## config.mk

```make
export PLATFORM = sky130hd
export DESIGN_NAME = int_controller_flat
export DESIGN_NICKNAME = d
export VERILOG_FILES = /design/src/rtl/int_controller_if.sv /design/src/rtl/int_controller.sv /design/src/flat_wrapper.sv
export SDC_FILE = /design/constraint.sdc
export NUM_CORES = 1
export LEC_CHECK = 0
export ABC_AREA = 1
export BUFFER_PORTS_ARGS = -buffer_cell sky130_fd_sc_hd__clkbuf_2
export CORE_UTILIZATION = 48
export CTS_CLUSTER_SIZE = 12
export DETAILED_ROUTE_END_ITERATION = 10
export PLACE_DENSITY = 0.75
export SETUP_SLACK_MARGIN = 0.4
export SYNTH_ARGS = -nofsm -noshare
export SYNTH_HDL_FRONTEND = slang
export SYNTH_SLANG_ARGS = --single-unit
```

## constraint.sdc

```tcl
create_clock -name clock -period 1.9 [get_ports clock]
set_input_delay 0.38 -clock clock [delete_from_list [all_inputs] [get_ports clock]]
set_output_delay 0.38 -clock clock [all_outputs]
set_load 0.02 [all_outputs]
```

## src/rtl/int_controller_if.sv

```systemverilog
// Bus bundle between the interrupt controller and its environment:
// peripheral lines, CPU return strobe, config register port and CPU-side outputs.
interface int_controller_if #(
   parameter int NUM_SRC = 4
);
   logic [NUM_SRC-1:0] src;
   logic               int_ret;
   logic               cfg_w_en;
   logic [1:0]         cfg_addr;
   logic [7:0]         cfg_w_data;
   logic [7:0]         cfg_r_data;
   logic               int_req;
   logic [7:0]         int_en;
   logic [7:0]         int_vec;
   logic               busy;

   // Environment side: peripherals, CPU and I/O decoder
   modport master (
      output src, int_ret, cfg_w_en, cfg_addr, cfg_w_data,
      input  cfg_r_data, int_req, int_en, int_vec, busy
   );

   // Controller side
   modport slave (
      input  src, int_ret, cfg_w_en, cfg_addr, cfg_w_data,
      output cfg_r_data, int_req, int_en, int_vec, busy
   );
endinterface

```

## src/rtl/int_controller.sv

```systemverilog
// Interrupt controller: edge-latched pending bits, mask, single winner dispatch,
// one-cycle request to the CPU, then blocked until the CPU's return.
// Registers: 0 CTRL (bit0 global enable), 1 MASK, 2 PENDING (W1C), 3 VEC_BASE.
// Optional: define INTC_ROUND_ROBIN_EN for rotating priority (search starts
// after the last served index); default is fixed priority, index 0 highest.
module int_controller #(
   parameter int NUM_SRC   = 4,
   parameter int VEC_SHIFT = 2
) (
   input  logic             clock,
   input  logic             reset_n,
   int_controller_if.slave  bus
);

   localparam int IDX_W = (NUM_SRC > 1) ? $clog2(NUM_SRC) : 1;

   typedef enum logic [1:0] {IDLE, REQ, SERVICE} state_t;

   state_t             r_state;
   logic [7:0]         r_ctrl;
   logic [NUM_SRC-1:0] r_mask;
   logic [NUM_SRC-1:0] r_pending;
   logic [7:0]         r_vec_base;
   logic [NUM_SRC-1:0] r_src_q;
   logic               r_int_req;
   logic [7:0]         r_int_vec;
   logic               r_busy;

   logic                 w_ctrl_wr;
   logic                 w_mask_wr;
   logic                 w_pend_wr;
   logic                 w_vbase_wr;
   logic [7:0]           w_ctrl_next;
   logic [NUM_SRC-1:0]   w_edge;
   logic [NUM_SRC-1:0]   w_elig;
   logic [2*NUM_SRC-1:0] w_dbl;
   logic [NUM_SRC-1:0]   w_rot;
   int unsigned          w_start;
   int unsigned          w_hit;
   logic                 w_found;
   logic [IDX_W-1:0]     w_idx;
   logic                 w_dispatch;
   logic [NUM_SRC-1:0]   w_onehot;
   logic [NUM_SRC-1:0]   w_clr;
   logic [7:0]           w_off;
   logic [7:0]           w_vec;

`ifdef INTC_ROUND_ROBIN_EN
   logic [IDX_W-1:0]     r_last;
   assign w_start = (32'(r_last) + 32'd1) % NUM_SRC;
`else
   assign w_start = 32'd0;
`endif

   assign w_ctrl_wr   = bus.cfg_w_en && (bus.cfg_addr == 2'd0);
   assign w_mask_wr   = bus.cfg_w_en && (bus.cfg_addr == 2'd1);
   assign w_pend_wr   = bus.cfg_w_en && (bus.cfg_addr == 2'd2);
   assign w_vbase_wr  = bus.cfg_w_en && (bus.cfg_addr == 2'd3);

   // Enable as it will be after this cycle's write, so a disabling write blocks dispatch at once
   assign w_ctrl_next = w_ctrl_wr ? bus.cfg_w_data : r_ctrl;
   assign w_edge      = bus.src & ~r_src_q;
   assign w_elig      = r_pending & r_mask;

   // Rotate eligible bits so the search start sits at bit 0, then take the lowest set bit
   always_comb begin
      w_dbl   = {w_elig, w_elig};
      w_rot   = NUM_SRC'(w_dbl >> w_start);
      w_found = 1'b0;
      w_hit   = 32'd0;
      for (int unsigned k = 0; k < NUM_SRC; k++) begin
         if (!w_found && w_rot[k]) begin
            w_found = 1'b1;
            w_hit   = k;
         end
      end
      w_idx = IDX_W'((w_start + w_hit) % NUM_SRC);
   end

   assign w_dispatch = (r_state == IDLE) && w_ctrl_next[0] && w_found;
   assign w_onehot   = NUM_SRC'(1) << w_idx;
   // A new edge is OR-ed in after clearing, so set beats clear on the same bit
   assign w_clr      = (w_pend_wr  ? bus.cfg_w_data[NUM_SRC-1:0] : '0)
                     | (w_dispatch ? w_onehot                    : '0);
   assign w_off      = 8'(w_idx);
   assign w_vec      = r_vec_base + (w_off << VEC_SHIFT);

   // Configuration registers, source history and pending bits
   always_ff @(posedge clock) begin
      if (!reset_n) begin
         r_ctrl     <= '0;
         r_mask     <= '0;
         r_pending  <= '0;
         r_vec_base <= '0;
         r_src_q    <= '0;
      end else begin
         r_src_q   <= bus.src;
         r_pending <= (r_pending & ~w_clr) | w_edge;
         r_ctrl    <= w_ctrl_next;
         if (w_mask_wr)  r_mask     <= bus.cfg_w_data[NUM_SRC-1:0];
         if (w_vbase_wr) r_vec_base <= bus.cfg_w_data;
      end
   end

   // Dispatch FSM with registered request, vector and busy outputs
   always_ff @(posedge clock) begin
      if (!reset_n) begin
         r_state   <= IDLE;
         r_int_req <= 1'b0;
         r_int_vec <= '0;
         r_busy    <= 1'b0;
`ifdef INTC_ROUND_ROBIN_EN
         r_last    <= '0;
`endif
      end else begin
         case (r_state)
            IDLE: begin
               if (w_dispatch) begin
                  r_state   <= REQ;
                  r_int_req <= 1'b1;
                  r_busy    <= 1'b1;
                  r_int_vec <= w_vec;
`ifdef INTC_ROUND_ROBIN_EN
                  r_last    <= w_idx;
`endif
               end
            end
            REQ: begin
               r_state   <= SERVICE;
               r_int_req <= 1'b0;
            end
            SERVICE: begin
               if (bus.int_ret) begin
                  r_state <= IDLE;
                  r_busy  <= 1'b0;
               end
            end
            default: begin
               r_state   <= IDLE;
               r_int_req <= 1'b0;
               r_busy    <= 1'b0;
            end
         endcase
      end
   end

   // Combinational register readback
   always_comb begin
      bus.cfg_r_data = '0;
      case (bus.cfg_addr)
         2'd0:    bus.cfg_r_data = r_ctrl;
         2'd1:    bus.cfg_r_data = 8'(r_mask);
         2'd2:    bus.cfg_r_data = 8'(r_pending);
         default: bus.cfg_r_data = r_vec_base;
      endcase
   end

   assign bus.int_req = r_int_req;
   assign bus.int_en  = r_ctrl;
   assign bus.int_vec = r_int_vec;
   assign bus.busy    = r_busy;

endmodule

```

## src/flat_wrapper.sv

```systemverilog
// flat-port wrapper written by rule: the top's interface ports become plain ports
module int_controller_flat 
#(
   parameter int NUM_SRC   = 4,
   parameter int VEC_SHIFT = 2
)
  (clock, reset_n, bus_src, bus_int_ret, bus_cfg_w_en, bus_cfg_addr, bus_cfg_w_data, bus_cfg_r_data, bus_int_req, bus_int_en, bus_int_vec, bus_busy);
  int_controller_if #(.NUM_SRC(NUM_SRC)) bus_i ();
  input  logic clock;
  input  logic reset_n;
  input wire logic [$bits(bus_i.src)-1:0] bus_src;
  input wire logic [$bits(bus_i.int_ret)-1:0] bus_int_ret;
  input wire logic [$bits(bus_i.cfg_w_en)-1:0] bus_cfg_w_en;
  input wire logic [$bits(bus_i.cfg_addr)-1:0] bus_cfg_addr;
  input wire logic [$bits(bus_i.cfg_w_data)-1:0] bus_cfg_w_data;
  output wire logic [$bits(bus_i.cfg_r_data)-1:0] bus_cfg_r_data;
  output wire logic [$bits(bus_i.int_req)-1:0] bus_int_req;
  output wire logic [$bits(bus_i.int_en)-1:0] bus_int_en;
  output wire logic [$bits(bus_i.int_vec)-1:0] bus_int_vec;
  output wire logic [$bits(bus_i.busy)-1:0] bus_busy;
  assign bus_i.src = bus_src;
  assign bus_i.int_ret = bus_int_ret;
  assign bus_i.cfg_w_en = bus_cfg_w_en;
  assign bus_i.cfg_addr = bus_cfg_addr;
  assign bus_i.cfg_w_data = bus_cfg_w_data;
  assign bus_cfg_r_data = bus_i.cfg_r_data;
  assign bus_int_req = bus_i.int_req;
  assign bus_int_en = bus_i.int_en;
  assign bus_int_vec = bus_i.int_vec;
  assign bus_busy = bus_i.busy;
  int_controller #(.NUM_SRC(NUM_SRC), .VEC_SHIFT(VEC_SHIFT)) u_core (.clock(clock), .reset_n(reset_n), .bus(bus_i));
endmodule
```

==> results of run 1 <==
[power groups by stage]
stage	Clock, mW	Sequential (mW)	Combinational [mW]
6_report	0.591	0.914	0.352
5_1_grt	0.638	0.918	0.381
4_1_cts	0.596	0.915	0.296
3_5_place_dp	0	0.932	0.255
3_3_place_gp	0	0.930	0.252
2_1_floorplan	0	0.940	0.156
[through the flow]
step                setup TNS [ns]  setup WS, ns  cells  hold WS [ns]
floorplan                        0         0.126    269         0.439
global placement                 0        0.0825    358         0.442
detailed placement               0        0.0639    358         0.442
CTS                              0         0.148    377         0.266
global route               -0.0685       -0.0672    388         0.264
finish                           0       0.00310    388         0.263
[layout make-up]
cell class / count / area share (%)
Clock inverter: 2 / 0.366
Timing Repair Buffer: 72 / 18.7
Clock buffer: 6 / 3.02
Sequential cell: 40 / 30.2
Inverter: 33 / 4.89
Tap cell: 48 / 2.20
Multi-Input combinational cell: 187 / 40.7
[state kept, by name (all words and copies together) (netlist names)]
name                flops
u_core.r_state          2
u_core.r_pending        4
u_core.bus.int_vec      8
u_core.bus.int_en       8
u_core.r_vec_base       8
u_core.bus.int_req      1
u_core.r_src_q          4
u_core.r_mask           4
u_core.bus.busy         1
[path summary, 6_finish.rpt]
| kind | to | slack [ns] |
|---|---|---|
| worst max-delay path | u_core.bus.int_vec[6]$_SDFFE_PN0P_ | 0.003 |
| worst min-delay path | u_core.r_src_q[1]$_SDFF_PN0_ | 0.26 |
| worst max register to register | u_core.bus.int_vec[6]$_SDFFE_PN0P_ | 0.003 |
| worst min register to register | u_core.bus.busy$_SDFFE_PN0P_ | 0.46 |
[cell families (layout without fill, tap and decap cells)]
group,count (synthesis),count (layout),synth area share [%]
flip-flops,40,40,41.4
AO/OA/AOI/OAI,52,52,13.5
adder cells (fa/ha/maj),3,3,2.33
XOR/XNOR,2,2,0.906
AND/OR/NAND/NOR,130,130,32.8
buffers and inverters,42,113,9.06
[metal layers]
layer  track usage [%]  part of all wire, %  vias up
met2              41.6                   50       62
met3              5.03                  4.5       23
met1              30.4                   41      939
li1                  -                    -     1000
met5                 0                    0        -
met4              15.8                  4.6        0
[placed cells by master (no fill, tap or decap), drive strengths merged, types with 2 or more instances in the layout]
cell	synthesis	layout
clkbuf	5	41
nor2	39	39
or2	6	6
dfxtp	40	40
nand4	10	10
clkinv	0	2
nand3	14	14
inv	33	33
o21ai	32	32
nand2	60	60
ha	2	2
buf	4	37
a21oi	19	19
[worst register-to-register path: stages, from the launching register on]
cell,delay [ns]
dfxtp_2,0.36
nand2_4,0.07
nand3_4,0.10
nor2_4,0.04
or2_4,0.24
ha_4,0.16
fa_2,0.39
nand3_2,0.10
nand2_1,0.06
nand2_1,0.07
nand4_1,0.09
nand2_1,0.08
nor2_1,0.04
[timing repair]
item,4_1_cts,5_1_grt
gates cloned,0,0
pin swaps,13,19
hold buffers,0,0
hold endpoints to repair,0,0
setup endpoints to repair,13,23
gates resized for setup,43,38
setup buffers,11,11
==> flow_summary.toml, run 1 <==
[timing]
min_period_over_period_pct = 99.8
maxSlewViolCount = 0
fin_skew_ns = 0.00325
hold_viol_final = 0
rsz0062_at_grt = "yes"
max_slew_margin_pct = 76.7
setup_viol = 0
layout_min_cycle_time_ns = 1.90
max_freq_ghz = 0.527
tightest_slew_ns = 0.350

[finish]
fill_cells = 283
fin_nets = 360
design_area_mm2 = 0.00274
n_antenna_cell = 0
areaGrowthSynthToFinish_pct = 41.5
multiInputGateArea_mm2 = 0.00111
drive_above_1_share_pct = 42.6
post-route-util_pct = 72.5
register_area_um2 = 826

[yosys]
synth.most_common_cell = "nand2_1"
ys_seq_area_share_pct = 41.4
yosys_most_used_dff = "dfxtp_1"
syn_area_mm2 = 0.00193
synth_edf_count = 0
async_flop_share_pct = 0
ys_warn_count = 0
syn_inst = 269
synth_nets = 290
syn_avg_cell_area_um2 = 7.19
synth_top_cell_by_area = "dfxtp_1"
synth.top_cell.area_share_pct = 41.4
synth.area.top_cells = "dfxtp_1 (41%), nand2_1 (10%), o21ai_0 (8.0%)"
yosys-top-cells-count = "nand2_1 (54), dfxtp_1 (40), inv_1 (31), o21ai_0 (31), nor2_1 (30)"
ys_ff_latch = 40
yosysUniqueCellTypes = 25

[cts]
h-tree-depth = 2
cts_made_buffers = 5
clock-root-buffer = "clkbuf_8"
clock_insertion_delay_worst_skew_ns = 0.30
cts_tree = "done"
cts_buffer_depth = 2
path_clk_slew_ns = 0.08
cts.sinks = 40

[detailed_routing]
drc = 0
postRouteAntennaNets = 0
avgViaCountPerCell = 5.22
drt_iter0_drc = 154
wl_per_cell_um = 14.1
firstDrtPassIters = 4
dr_total_vias = 2024
drt-total-wl_mm = 5.46

[floorplan]
core_mm2 = 0.00377
ioPinCount = 44
die_w_um = 65.5
dieArea_mm2 = 0.00429
rows = 22
initial_core_util_pct = 51.3
die_h_um = 65.5

[setup_path]
crit_cells = 12
path_buf_inv = 0
start_kind = "register"
slowest_delay_ns = 0.39
crit_type = "reg -> reg"
worstSetupStartpoint = "u_core.r_pending[1]$_SDFF_PN0_"
required_ns = 2.11
path_max_fanout = 3
crit_chain = "nand2_4 -> nand3_4 -> nor2_4 -> or2_4 -> ha_4 -> fa_2 -> nand3_2 -> nand2_1 -> nand2_1 -> nand4_1 -> nand2_1 -> nor2_1"
worst_setup_path_end_kind = "register"
r2r_cells = 12
cpMostUsedCell = "nand2_1"
crit_arrival_ns = 2.10
path_delay_family = "simple AND/OR/NAND/NOR gates"
cp_slowest_cell = "fa_2"
reg2reg_from = "u_core.r_pending[1]$_SDFF_PN0_"

[pwr]
intPower_mw = 1.32
p_sw_mw = 0.538
power_mw = 1.86
sequentialPowerShare_pct = 49.2
powerDensity_mw_per_mm2 = 679
p_leak_nw = 1.32
vdd_drop_max_mv = 0.667
p_clk_share_pct = 31.8
p_sw_share_pct = 29.0
p_comb_share_pct = 18.9

[grt]
antenna_found_initial = 0
grt_max_degree = 37
grt.total_usage_pct = 25.5
grt_pass1_wl_mm = 8.18
grt_remaining_overflow = 0
grt_pass1_vias = 1850

[placement]
io_buffers = 43
place_hpwl_mm = 3.17
dpl-instance-area_mm2 = 0.00225
place.gp.congestion = 0.844

[min_path]
worstHoldStart = "bus_src[1]"
hold_path_depth = 3
hold_path.class = "in -> reg"

[status]
outcome = "complete, no violations"

[run]
cap_viol_max_count = 0
(Power assumes the default switching activity.)
==> run 2: changes to the inputs <==
Settings changed: CORE_UTILIZATION 48 to 50, GPL_TIMING_DRIVEN set to 1.
Clock period 1.9 ns to 2.41 ns, I/O delays scaled along.
==> flow_summary.toml, run 2 (same netlist as run 1, synthesis figures left out) <==
[status]
outcome = "complete, no violations"

[setup_path]
crit_arrival_ns = 1.44
reg2reg_slack_ns = 0.52
crit_type = "in -> out"
worst_setup_path_end_kind = "primary output"
reg2reg_from = "u_core.r_pending[2]$_SDFF_PN0_"
start_kind = "primary input"
worstReg2RegEnd = "u_core.bus.int_vec[6]$_SDFFE_PN0P_"
path_max_fanout = 4
required_ns = 1.93
r2r_cells = 12

[placement]
place.gp.congestion = 0.866
dpl.cell_count = 355
place_hpwl_mm = 3.22
io_buffers = 43

[cts]
cts_made_buffers = 5
cts_tree = "done"
cts_setup_buffers = 0
path_clk_slew_ns = 0.08
cts_buffer_depth = 2
cts.sinks = 40
clock-root-buffer = "clkbuf_8"
h-tree-depth = 2
clock_insertion_delay_worst_skew_ns = 0.30
holdBufCountCts = 0

[grt]
grt_pass1_wl_mm = 7.40
grt.total_usage_pct = 23.7
antenna_found_initial = 0
grt_max_degree = 21
grt_remaining_overflow = 0
grt_pass1_vias = 1676

[detailed_routing]
postRouteAntennaNets = 0
avgViaCountPerCell = 4.98
firstDrtPassIters = 4
drt_iter0_drc = 89
dr_total_vias = 1808
drc = 0
drt-total-wl_mm = 4.44
wl_per_cell_um = 12.2

[timing]
min_period_over_period_pct = 79.7
fin_skew_ns = 0.00640
maxSlewViolCount = 0
tns_ns = 0
hold_viol_final = 0
tightest_slew_ns = 0.578
setup_viol = 0
layout_min_cycle_time_ns = 1.92
max_slew_margin_pct = 61.3
max_freq_ghz = 0.521
rsz0062_at_grt = "yes"

[min_path]
hold_end = "u_core.r_src_q[2]$_SDFF_PN0_"
worstHoldStart = "bus_src[2]"
hold_path.class = "in -> reg"
hold_path_depth = 3

[finish]
fill_cells = 365
layout_commonest_cell = "nand2_1"
register_area_um2 = 808
multiInputGateArea_um2 = 990
fin_nets = 335
final_cell_mix = "nand2_1 (51), clkbuf_2 (43), dfxtp_1 (34), inv_1 (31), o21ai_0 (31)"
fin_cells = 363
areaGrowthSynthToFinish_pct = 20.8
drive_above_1_share_pct = 29.8
n_antenna_cell = 0

[floorplan]
die_h_um = 64.2
core_mm2 = 0.00369
initial_core_util_pct = 52.4
dieArea_mm2 = 0.00412
ioPinCount = 44
die_w_um = 64.2
rows = 22

[pwr]
vdd_drop_max_mv = 0.510
p_leak_nw = 1.11
powerDensity_mw_per_mm2 = 626

[run]
cap_viol_max_count = 0
run 2: critical path: stages:
cell,delay [ns]
clkbuf_2,0.12
inv_1,0.14
nand2_1,0.15
o21ai_0,0.22
a21oi_1,0.05
o21ai_0,0.08
clkbuf_2,0.20
run 2: power breakdown:
group	internal (mW)	switching, mW
Combinational	0.0699	0.126
Clock	0.307	0.238
Sequential	0.694	0.0262
run 2: how the worst max path moves through the flow:
| stage | from | endpoint | slack [ns] | cells after the start |
|---|---|---|---|---|
| 5_1_grt | bus_cfg_addr[1] | bus_cfg_r_data[3] | 0.39 | 7 |
| 4_1_cts | u_core.r_pending[0]$_SDFF_PN0_ | u_core.bus.int_vec[6]$_SDFFE_PN0P_ | 0.40 | 12 |
| 6_report | bus_cfg_addr[1] | bus_cfg_r_data[3] | 0.49 | 7 |
| 2_1_floorplan | u_core.r_pending[2]$_SDFF_PN0_ | u_core.bus.int_vec[6]$_SDFFE_PN0P_ | 0.49 | 12 |
| 3_5_place_dp | u_core.r_pending[1]$_SDFF_PN0_ | u_core.bus.int_vec[6]$_SDFFE_PN0P_ | 0.35 | 12 |
| 3_3_place_gp | u_core.r_pending[1]$_SDFF_PN0_ | u_core.bus.int_vec[6]$_SDFFE_PN0P_ | 0.41 | 12 |
run 2: per-layer routing:
metal / vias up / track usage [%] / routed length [um]
met5: - / 0 / 0
met4: 0 / 10.3 / 104
met3: 10 / 7.32 / 204
met2: 38 / 40.0 / 2170
met1: 809 / 27.4 / 1960
li1: 951 / - / -
run 2: cell type report:
type / count / share of cell area (%)
well taps: 48 / 2.57
flip-flops and latches: 40 / 34.6
repair buffers: 47 / 10.5
multi-input cells: 187 / 42.4
clock inverters: 2 / 1.50
inverters: 33 / 5.31
clock buffers: 6 / 3.11
run 2: per-stage QoR:
step | hold WS [ns] | setup slack [ns] | total power [mW] | cell area [um2] | util (%)
after floorplan | 0.439 | 0.492 | 0.858 | 1930 | -
after global placement | 0.440 | 0.410 | 0.920 | 2190 | 59.3
after detailed placement | 0.442 | 0.352 | 0.924 | 2190 | 59.3
after CTS | 0.365 | 0.401 | 1.46 | 2310 | 62.5
after global routing | 0.388 | 0.389 | 1.52 | 2330 | 63.3
final | 0.367 | 0.490 | 1.46 | 2330 | 63.3
run 2: timing repair:
action                                  CTS  global route
cloned                                    0             0
pin swaps                                 1             2
gates resized for setup                   5            10
endpoints found under the setup margin    2             8
==> run 3: changes to the inputs <==
Settings changed: ABC_AREA 1 to 0.
Clock period 2.41 ns to 1.95 ns, I/O delays scaled along.
==> flow_summary.toml, run 3 <==
[status]
outcome = "complete, no violations"

[placement]
dpl_worst_slack_ns = 0.120
place.gp.congestion = 0.776
io_buffers = 43
place_hpwl_mm = 2.90

[detailed_routing]
drt-total-wl_mm = 4.62
wl_per_cell_um = 15.4
avgViaCountPerCell = 5.63
dr_total_vias = 1682
firstDrtPassIters = 4
postRouteAntennaNets = 0
drt_iter0_drc = 85
drc = 0

[yosys]
yosys-top-cells-count = "dfxtp_1 (40), nand2_1 (25), a21oi_1 (18), nor2_1 (16), mux2i_1 (13)"
yosys_most_used_dff = "dfxtp_1"
ys_warn_count = 0
ys_ff_latch = 40
synth.area.top_cells = "dfxtp_1 (45%), mux2i_1 (7.2%), nand2_1 (5.2%)"
synth_edf_count = 0
syn_area_mm2 = 0.00180
synth_nets = 212
yosysUniqueCellTypes = 36
async_flop_share_pct = 0
ys_seq_area_share_pct = 44.6
syn_avg_cell_area_um2 = 9.40
synth.most_common_cell = "dfxtp_1"
synth_top_cell_by_area = "dfxtp_1"
syn_inst = 191
synth.top_cell.area_share_pct = 44.6

[floorplan]
core_mm2 = 0.00339
die_h_um = 61.9
die_w_um = 61.9
initial_core_util_pct = 53.0
ioPinCount = 44
dieArea_mm2 = 0.00383
rows = 21

[timing]
setup_slack_ns = 0.157
timing.hold.ws_ns = 0.239
max_freq_ghz = 0.558
setup_viol = 0
min_period_over_period_pct = 91.9
tightest_slew_ns = 0.389
fin_skew_ns = 0.00494
tns_ns = 0
rsz0062_at_grt = "yes"
maxSlewViolCount = 0
max_slew_margin_pct = 73.5
hold_viol_final = 0
layout_min_cycle_time_ns = 1.79

[setup_path]
crit_chain = "a22oi_2 -> nor2b_4 -> buf_4 -> fa_2 -> nand3_2 -> xor2_1 -> a311oi_2"
cp_slowest_cell = "dfxtp_4"
reg2reg_slack_ns = 0.16
crit_arrival_ns = 2.03
required_ns = 2.19
slowest_delay_ns = 0.38
r2r_cells = 7
crit_type = "reg -> reg"
start_kind = "register"
path_max_fanout = 5
worst_setup_path_end_kind = "register"

[finish]
n_antenna_cell = 0
layout_commonest_cell = "clkbuf_2"
areaGrowthSynthToFinish_pct = 35.8
drive_above_1_share_pct = 44.7
fin_nets = 274
final_cell_mix = "clkbuf_2 (37), dfxtp_1 (25), nand2_1 (24), buf_4 (21), a21oi_1 (16)"

[pwr]
sequentialPowerShare_pct = 58.0
p_sw_mw = 0.414
p_comb_share_pct = 15.8
p_clk_share_pct = 26.2
vdd_drop_max_mv = 0.546
p_sw_share_pct = 27.6
intPower_mw = 1.08
p_leak_nw = 1.05
powerDensity_mw_per_mm2 = 614

[cts]
clock-root-buffer = "clkbuf_4"
cts_tree = "done"
cts_buffer_depth = 2
path_clk_slew_ns = 0.11
clock_insertion_delay_worst_skew_ns = 0.35
holdBufCountCts = 0
cts_made_buffers = 5
cts.sinks = 40
h-tree-depth = 2

[grt]
antenna_found_initial = 0
grt_remaining_overflow = 0
grt_max_degree = 23
grt_pass1_vias = 1491
grt.total_usage_pct = 26.0
grt_pass1_wl_mm = 6.96

[run]
cap_viol_max_count = 0

[min_path]
hold_path_depth = 3
hold_path.class = "in -> reg"
-- run 3: power by group through the flow --
stage	Sequential (mW)	Combinational (mW)	Clock (mW)
6_report	0.868	0.237	0.392
5_1_grt	0.873	0.255	0.442
4_1_cts	0.872	0.217	0.401
3_5_place_dp	0.893	0.192	0
3_3_place_gp	0.893	0.190	0
2_1_floorplan	0.893	0.126	0
-- run 3: layout make-up --
type | count | area (um2)
Clock buffer | 6 | 41.3
Clock inverter | 1 | 5.00
Fill cell | 252 | 951
Inverter | 6 | 22.5
Multi-Input combinational cell | 135 | 1030
Sequential cell | 40 | 840
Tap cell | 46 | 57.6
Timing Repair Buffer | 65 | 443
-- run 3: final timing paths --
check,endpoint,from
hold / removal,u_core.r_src_q[1]$_SDFF_PN0_,bus_src[1]
setup reg to reg,u_core.bus.int_vec[6]$_SDFFE_PN0P_,u_core.r_pending[2]$_SDFF_PN0_
setup / recovery,u_core.bus.int_vec[6]$_SDFFE_PN0P_,u_core.r_pending[2]$_SDFF_PN0_
hold reg to reg,u_core.r_pending[1]$_SDFF_PN0_,u_core.r_src_q[1]$_SDFF_PN0_
-- run 3: what timing repair did --
action	CTS	global route
pin swaps	7	3
setup buffers	12	5
resized for setup	31	18
endpoints found under the setup margin	13	14
-- run 3: cells by family after synthesis --
kind of cell,share of synthesized area [%]
AO/OA/AOI/OAI,14.3
adder cells (fa/ha/maj),2.51
flip-flops,44.6
AND/OR/NAND/NOR,19.3
XOR/XNOR,1.95
buffers and inverters,4.25
multiplexers,13.1
-- run 3: metrics by stage --
stage	std cells	util (%)	total power [mW]	area, um2
floorplan	191	-	1.02	1870
CTS	294	69.5	1.49	2350
global route	299	71.9	1.57	2440
finish	299	71.9	1.50	2440
global placement	275	62.9	1.08	2130
detailed placement	275	62.9	1.09	2130
-- run 3: per-layer routing --
metal / part of all wire [%] / global-route usage (%)
met2: 49 / 41.3
met1: 44 / 31.8
met5: 0 / 0
met3: 4.9 / 10.1
met4: 2.2 / 10.5
-- run 3: worst max-delay path: cells and delay by family (launching register included) --
family | cells | cell delay (ns)
flops | 1 | 0.38
fa+ha+maj | 1 | 0.36
buf+inv | 1 | 0.15
simple gates | 2 | 0.18
xor+xnor | 1 | 0.17
compound gates | 2 | 0.45
